`src/rtl/multi_decade_counter_pkg.sv`:
```
// Shared constants for the multi-decade counter.
//   DIGIT_W          : bits per packed digit on data_in / count
//   DIGITS_MIN/_MAX  : legal range of the DIGITS parameter
//   MOD_MIN/_MAX     : legal range of the per-digit modulus
//   params_ok()      : elaboration-time legality check for a configuration
package multi_decade_counter_pkg;

  localparam int DIGIT_W    = 4;
  localparam int DIGITS_MIN = 1;
  localparam int DIGITS_MAX = 8;
  localparam int MOD_MIN    = 2;
  localparam int MOD_MAX    = 16;

  function automatic bit params_ok(int digits, int modulus, int wrap);
    return (digits >= DIGITS_MIN) && (digits <= DIGITS_MAX) &&
           (modulus >= MOD_MIN) && (modulus <= MOD_MAX) &&
           ((wrap == 0) || (wrap == 1));
  endfunction

endpackage

```
`src/rtl/mod_digit_cell.sv`:
```
// One modulo-MOD digit of the cascaded counter.
// Ports:
//   clock_i, reset_i : clock and synchronous active-high reset
//   load_i           : parallel load strobe (higher priority than step_i)
//   load_digit_i     : value to load; values >= MOD are replaced by 0
//   step_i           : advance this digit by one in direction up_i
//   up_i             : 1 = increment, 0 = decrement
//   digit_o          : registered digit value (always < MOD)
//   at_max_o         : digit equals MOD-1
//   at_zero_o        : digit equals 0
//   load_bad_o       : load_digit_i is out of range (combinational)
module mod_digit_cell
  import multi_decade_counter_pkg::*;
#(
  parameter int MOD = 10
) (
  input  logic               clock_i,
  input  logic               reset_i,
  input  logic               load_i,
  input  logic [DIGIT_W-1:0] load_digit_i,
  input  logic               step_i,
  input  logic               up_i,
  output logic [DIGIT_W-1:0] digit_o,
  output logic               at_max_o,
  output logic               at_zero_o,
  output logic               load_bad_o
);

  localparam logic [DIGIT_W-1:0] MAX_VAL = DIGIT_W'(MOD - 1);

  logic [DIGIT_W-1:0] digit_q;
  logic [DIGIT_W-1:0] digit_d;

  assign at_max_o   = (digit_q == MAX_VAL);
  assign at_zero_o  = (digit_q == '0);
  assign load_bad_o = (load_digit_i > MAX_VAL);
  assign digit_o    = digit_q;

  always_comb begin
    digit_d = digit_q;
    if (load_i) begin
      digit_d = load_bad_o ? '0 : load_digit_i;
    end else if (step_i) begin
      if (up_i) begin
        digit_d = at_max_o ? '0 : digit_q + DIGIT_W'(1);
      end else begin
        digit_d = at_zero_o ? MAX_VAL : digit_q - DIGIT_W'(1);
      end
    end
  end

  always_ff @(posedge clock_i) begin
    if (reset_i) begin
      digit_q <= '0;
    end else begin
      digit_q <= digit_d;
    end
  end

endmodule

```
`src/rtl/multi_decade_counter.sv`:
```
// Cascaded up/down counter of DIGITS modulo-MOD digits with parallel load.
// Parameters: DIGITS (1..8), MOD (2..16), WRAP (1 = wrap, 0 = saturate).
// Ports:
//   clock, reset : clock and synchronous active-high reset
//   load         : parallel load strobe; illegal digits load as 0
//   data_in      : load value, digit k at [4k+3:4k]
//   counter_on   : count enable
//   counter_up   : direction, 1 = up, 0 = down
//   count        : registered counter value
//   TC           : combinational terminal count (0 while load=1)
//   overflow     : sticky flag, set by any step taken at terminal count,
//                  cleared by load or reset
//   load_err     : one-cycle flag, 1 after a load that replaced a digit
// Priority per cycle: reset > load > count > hold.
module multi_decade_counter
  import multi_decade_counter_pkg::*;
#(
  parameter int DIGITS = 4,
  parameter int MOD    = 10,
  parameter int WRAP   = 1
) (
  input  logic                      clock,
  input  logic                      reset,
  input  logic                      load,
  input  logic [DIGIT_W*DIGITS-1:0] data_in,
  input  logic                      counter_on,
  input  logic                      counter_up,
  output logic [DIGIT_W*DIGITS-1:0] count,
  output logic                      TC,
  output logic                      overflow,
  output logic                      load_err
);

  if (!params_ok(DIGITS, MOD, WRAP)) begin : g_bad_params
    $error("multi_decade_counter: illegal DIGITS/MOD/WRAP configuration");
  end

  localparam logic SATURATE = (WRAP == 0);

  logic [DIGITS-1:0] at_max;
  logic [DIGITS-1:0] at_zero;
  logic [DIGITS-1:0] load_bad;
  logic [DIGITS-1:0] step;
  // chain[k] = every digit below k is at its rollover value for the
  // current direction; chain[DIGITS] therefore means "whole counter terminal".
  logic [DIGITS:0]   chain;
  logic              count_step;
  logic              sat_hold;

  logic overflow_q, overflow_d;
  logic load_err_q, load_err_d;

  assign chain[0]   = 1'b1;
  assign count_step = counter_on & ~load;
  assign TC         = count_step & chain[DIGITS];
  // In saturate mode a terminal step freezes every digit.
  assign sat_hold   = TC & SATURATE;

  for (genvar k = 0; k < DIGITS; k++) begin : g_digit
    assign chain[k+1] = chain[k] & (counter_up ? at_max[k] : at_zero[k]);
    assign step[k]    = count_step & chain[k] & ~sat_hold;

    mod_digit_cell #(
      .MOD (MOD)
    ) u_cell (
      .clock_i      (clock),
      .reset_i      (reset),
      .load_i       (load),
      .load_digit_i (data_in[DIGIT_W*k +: DIGIT_W]),
      .step_i       (step[k]),
      .up_i         (counter_up),
      .digit_o      (count[DIGIT_W*k +: DIGIT_W]),
      .at_max_o     (at_max[k]),
      .at_zero_o    (at_zero[k]),
      .load_bad_o   (load_bad[k])
    );
  end

  always_comb begin
    overflow_d = overflow_q;
    load_err_d = 1'b0;
    if (load) begin
      // Load wins over a coincident terminal step, so overflow clears.
      overflow_d = 1'b0;
      load_err_d = |load_bad;
    end else if (TC) begin
      overflow_d = 1'b1;
    end
  end

  always_ff @(posedge clock) begin
    if (reset) begin
      overflow_q <= 1'b0;
      load_err_q <= 1'b0;
    end else begin
      overflow_q <= overflow_d;
      load_err_q <= load_err_d;
    end
  end

  assign overflow = overflow_q;
  assign load_err = load_err_q;

endmodule
```
`config.mk`:
```
export PLATFORM = sky130hd
export DESIGN_NAME = multi_decade_counter
export DESIGN_NICKNAME = d
export VERILOG_FILES = /design/src/rtl/multi_decade_counter_pkg.sv /design/src/rtl/mod_digit_cell.sv /design/src/rtl/multi_decade_counter.sv
export SDC_FILE = /design/constraint.sdc
export NUM_CORES = 1
export LEC_CHECK = 0
export ABC_AREA = 0
export BUFFER_PORTS_ARGS = -buffer_cell sky130_fd_sc_hd__buf_4
export CAP_MARGIN = 20
export CORE_MARGIN = 2
export CORE_UTILIZATION = 45
export DETAILED_ROUTE_END_ITERATION = 16
export PLACE_DENSITY = 0.8
export SLEW_MARGIN = 30
export SYNTH_ARGS = -nofsm -noshare
export SYNTH_HDL_FRONTEND = slang
export SYNTH_HIERARCHICAL = 1
export SYNTH_SLANG_ARGS = --single-unit
export TNS_END_PERCENT = 30
```
`constraint.sdc`:
```
create_clock -name clock -period 2.75 [get_ports clock]
set_input_delay 0.55 -clock clock [delete_from_list [all_inputs] [get_ports clock]]
set_output_delay 0.55 -clock clock [all_outputs]
set_load 0.02 [all_outputs]
```
; ---- Word-level counts from Yosys, hierarchy flattened
; Cells that the tools add are included.
[word_totals]
ff_bits = 18
input_bits = 21
output_inout_bits = 19
elab_cells = 70
[op_classes]
addsub = 8
magnitude_cmp = 4
eq_ne = 4
n_mux = 28
n_bitwise = 9
reduce_logical = 11
[op_table]
columns = operator, count
row1 = two-way mux 4 bit, 24
row2 = "adder 4 x 1 -> 4 bit, second input constant", 4
row3 = "equality test 4 bit, second input constant", 4
row4 = "> comparator 4 bit, second input constant", 4
row5 = logical NOT 4 bit, 4
row6 = "subtractor 4 x 1 -> 4 bit, second input constant", 4
row7 = AND 1 bit, 8
row8 = nonzero test 2 bit, 4
row9 = two-way mux 1 bit, 4
row10 = OR reduction 2 bit, 2
row11 = OR reduction 4 bit, 1
row12 = inverter 1 bit, 1

; ---- Depth between registers and ports, before layout
[depth]
ltp_word = 7
ltp_mapped = 10
mapped_depth_nobuf = 8

; ---- Modules after synthesis
; The synthesis kept the hierarchy.
[by_module_without_submodules]
columns = module, n_inst, cells_each, area_each_um2
row1 = mod_digit_cell, 4, 44, 356.6
row2 = multi_decade_counter, 1, 19, 178.9

; ---- Worst setup path after synthesis
; Ideal clock, no wire load.
[synth_timing]
path_kind = register to output
startpoint = reg g_digit[1].u_cell.digit_q[3]
endpoint = out TC
t_arrival_ps = 1470
t_required_ps = 2200
setup_slack_ps = 730
stages_incl_launch_ff = 6
path_cell_list = dfxtp_1 -> buf_2 -> nor4_1 -> and3b_1 -> o211ai_4 -> nor2_1
[synth_between]
elab_chain_cells = 6
word_cells_on_any_way = 7
classes_between = 1 x eq/ne / 1 x mux / 4 x bitwise / 1 x reduce/logical
[synth_lines]
columns = item, line_no
row1 = "start, declared", mod_digit_cell.sv:31  ; logic [DIGIT_W-1:0] digit_q;
row2 = "start signal, assigned", mod_digit_cell.sv:56  ; digit_q <= digit_d;
row3 = logical NOT 4 bit, mod_digit_cell.sv:35  ; assign at_zero_o = (digit_q == '0);
row4 = via at_zero[1], multi_decade_counter.sv:41  ; logic [DIGITS-1:0] at_zero;
row5 = two-way mux 1 bit, multi_decade_counter.sv:60  ; assign chain[k+1] = chain[k] & (counter_up ? at_max[k] : at_zero[k]);
row6 = AND 1 bit (3 in a row), multi_decade_counter.sv:60
row7 = AND 1 bit, multi_decade_counter.sv:55  ; assign TC = count_step & chain[DIGITS];
row8 = "end, declared", multi_decade_counter.sv:29  ; output logic TC,
; The timed path passes the listed nets, and every way through them passes these cells.

; ---- Worst setup path in the final report
; Same ends and word-level chain as after synthesis.

==> impl_results.md <==
* Status: completed
* Maxcap violations at 0
* Worst reg2reg path depth at 8
* # port buffers at 39
* DR pass1 iterations at 4
* Worst EP required at 2.20 ns
* Setup Buffers After CTS at 0
* Data arrival time of the worst path at 1.77 ns
* Cell variety after synth at 36
* Worst slew pin tran at roughly 0.43 ns
* # setup viols final at 0
* Vias in the first global route at 1262
* Tot GR Track Use at 0.1809
* Skew final at around 0.0013 ns
* Critical path peak fanout at 8
* Ports at 40
* Die width at about 64 um
* PwrDens at 347.2 mW/mm2
* Post-route ant nets at 0
* Hold Fails Final Rpt at 0
* Clock sink count at 18
* Critical Path Stages at 5
* Global-route wire length before repair at ~6000 um
* Initial Utilization at 0.4736
* Placer congestion estimate at 0.8646
* CTS tree: built
* Initial antenna violation count at 0
* Synthesized instance count at 195
* Seq cells post-synth at 18
* Post-CTS Resized at 0
* Max VDD drop at 163.3 uV
* Syn Nets at 216
* Worst setup SP type: flop
* Rows at 21
* Root buffer cell: clkbuf_4
* Period utilization at 0.8428
* Max H-tree Level at 1
* Clock Path Buffers at 2
* CP max-delay cell: dfxtp_1
* DR vias at 1478
* Grt ovf at 0
* Largest delay share family, worst path: simple AND/OR/NAND/NOR gates
* CP Cell Sequence: nor4_1 > and3b_1 > o211ai_4 > nor2_1 > buf_4
* RSZ-0062 raised after global routing: no
* Mapped Avg Cell Area at ~8.2 um2
* Final nets at 240
* Crit path largest cell delay at 0.42 ns
* Hold path depth at 2
* Setup TNS at 0 ns
* Remaining DRCs at 0
* Post-DP HPWL at ~2600 um
* Post-route minimum period at 2.318 ns
* Max-slew violations at 0
* Die area at around 0.0041 mm2
* Worst-path clk slew at 0.11 ns
* Synth Cell Area at between 0.0015 and 0.002 mm2
* Bufs and invs on worst path at 1
* Synth-to-layout area growth at 17.85%
* Sequential share of the synthesized area at 0.2245
* Worst hold path type: flop to flop
* EDFF count, synth at 0
* LEAKAGE at 0.7496 nW
* Routed length per instance at between 10 and 15 um
* Crit end category: primary output
* Largest net degree at the start of global routing at slightly above 40
* Design Power at 656.9 uW
* YS warnings at 6
* Ys async rst share at 0
* Slew headroom at 0.7133
* Chip Height at 63.73 um
* Iter 0 DRT Violations at 120
* Prevailing post-synth register cell: dfxtp_1
* Skew-Pair Late Insertion Delay at 0.29 ns
* Setup Crit Path Kind: flop to primary output
* CTS Buf Count at 3
* Layout cell share with drive strength beyond 1 at 0.3303
* Fmax at 0.4315 GHz
* Core area at 0.003390 mm2
* ANT cells at 0
* # hold bufs at CTS at 0
* Worst hold slack at 0.4820 ns
* Aggregate routed wire length at 3516 um
* Vias/cell at roughly 5.6
logic make-up (layout without fill, tap and decap cells):
group / count (synthesis) / after routing / share of synthesized area
AOI/OAI and AO/OA: 50 / 50 / 0.2541
DFF: 18 / 18 / 0.2245
buffers and inverters: 26 / 49 / 0.07638
xor gates and xnor gates: 16 / 16 / 0.08729
muxes: 7 / 7 / 0.04676
and+or+nand+nor: 78 / 78 / 0.3110
cell usage after synthesis, types with 5 or more instances:
library cell / number / share of area
mux2i_1: 6 / 0.037
inv_1: 6 / 0.014
nor4_1: 5 / 0.019
nor2b_1: 8 / 0.031
xnor2_1: 12 / 0.065
nand2_1: 10 / 0.023
buf_2: 16 / 0.050
and3_2: 5 / 0.023
o22ai_1: 8 / 0.031
nor2_1: 19 / 0.044
dfxtp_1: 18 / 0.22
layout make-up:
class,count,area (um2)
inverters,6,22.52
fillers,322,1498
multi-input cells,151,1122
well taps,46,57.56
clock buffers,4,36.28
flip-flops and latches,18,360.3
repair buffers,39,292.8
layer usage:
| metal | track usage | routed length (um) |
|---|---|---|
| met5 | 0 | 0 |
| met4 | 0.08696 | 43 |
| met3 | 0.01964 | 186 |
| met2 | 0.2605 | 1572 |
| met1 | 0.2653 | 1713 |
sequential cells by signal (all words and copies together), names as in the netlist:
name                    count
g_digit.u_cell/digit_o     16
load_err                    1
overflow                    1
path summary, 6_finish.rpt:
check	startpoint	to	slack, ns
worst max-delay path	g_digit[1].u_cell/digit_o[3]	TC	0.43
worst min-delay path	overflow	overflow	0.48
worst max register to register	g_digit[2].u_cell/digit_o[2]	g_digit[3].u_cell/digit_o[3]	0.73
worst min register to register	overflow	overflow	0.48
cells in the final DEF, fill, tap and decap left out, drive strengths merged:
master,instances
o41ai,1
and2,4
nand2,10
nor3b,1
nor2b,8
nor3,4
a211oi,4
clkbuf,4
o21ai,4
a21oi,8
nor4bb,4
o221ai,4
dfxtp,18
a31oi,4
nand3,8
nand3b,4
xor2,4
mux2i,6
and4bb,4
mux2,1
and3b,1
nor2,19
a221oi,4
xnor2,12
inv,6
and2b,1
and3,5
buf,39
nor4,5
o22ai,8
o31a,4
o211ai,1
a21o,4
o21a,4
tightest hold or removal path: cells and delay by family, from the launching register on:
family	cells	cell delay, ns
flip-flops	1	0.35
AND/OR/NAND/NOR	1	0.06
AO/OA/AOI/OAI	1	0.04
where the power goes:
| part | total, mW | internal (mW) | switching (mW) |
|---|---|---|---|
| Clock | 0.170 | 0.0807 | 0.0890 |
| Sequential | 0.299 | 0.272 | 0.0267 |
| Combinational | 0.188 | 0.0913 | 0.0968 |
| Total | 0.657 | 0.444 | 0.212 |
metrics by stage:
stage / setup slack (ns) / cells / util / cell area, um2
after floorplan: 0.7304 / 195 / - / 1605
after global placement: 0.5463 / 260 / 0.5474 / 1856
after detailed placement: 0.5256 / 260 / 0.5474 / 1856
after CTS: 0.4205 / 264 / 0.5581 / 1892
after global routing: 0.2570 / 264 / 0.5581 / 1892
final: 0.4323 / 264 / 0.5581 / 1892
No activity file was read; power rests on OpenSTA's default activity.
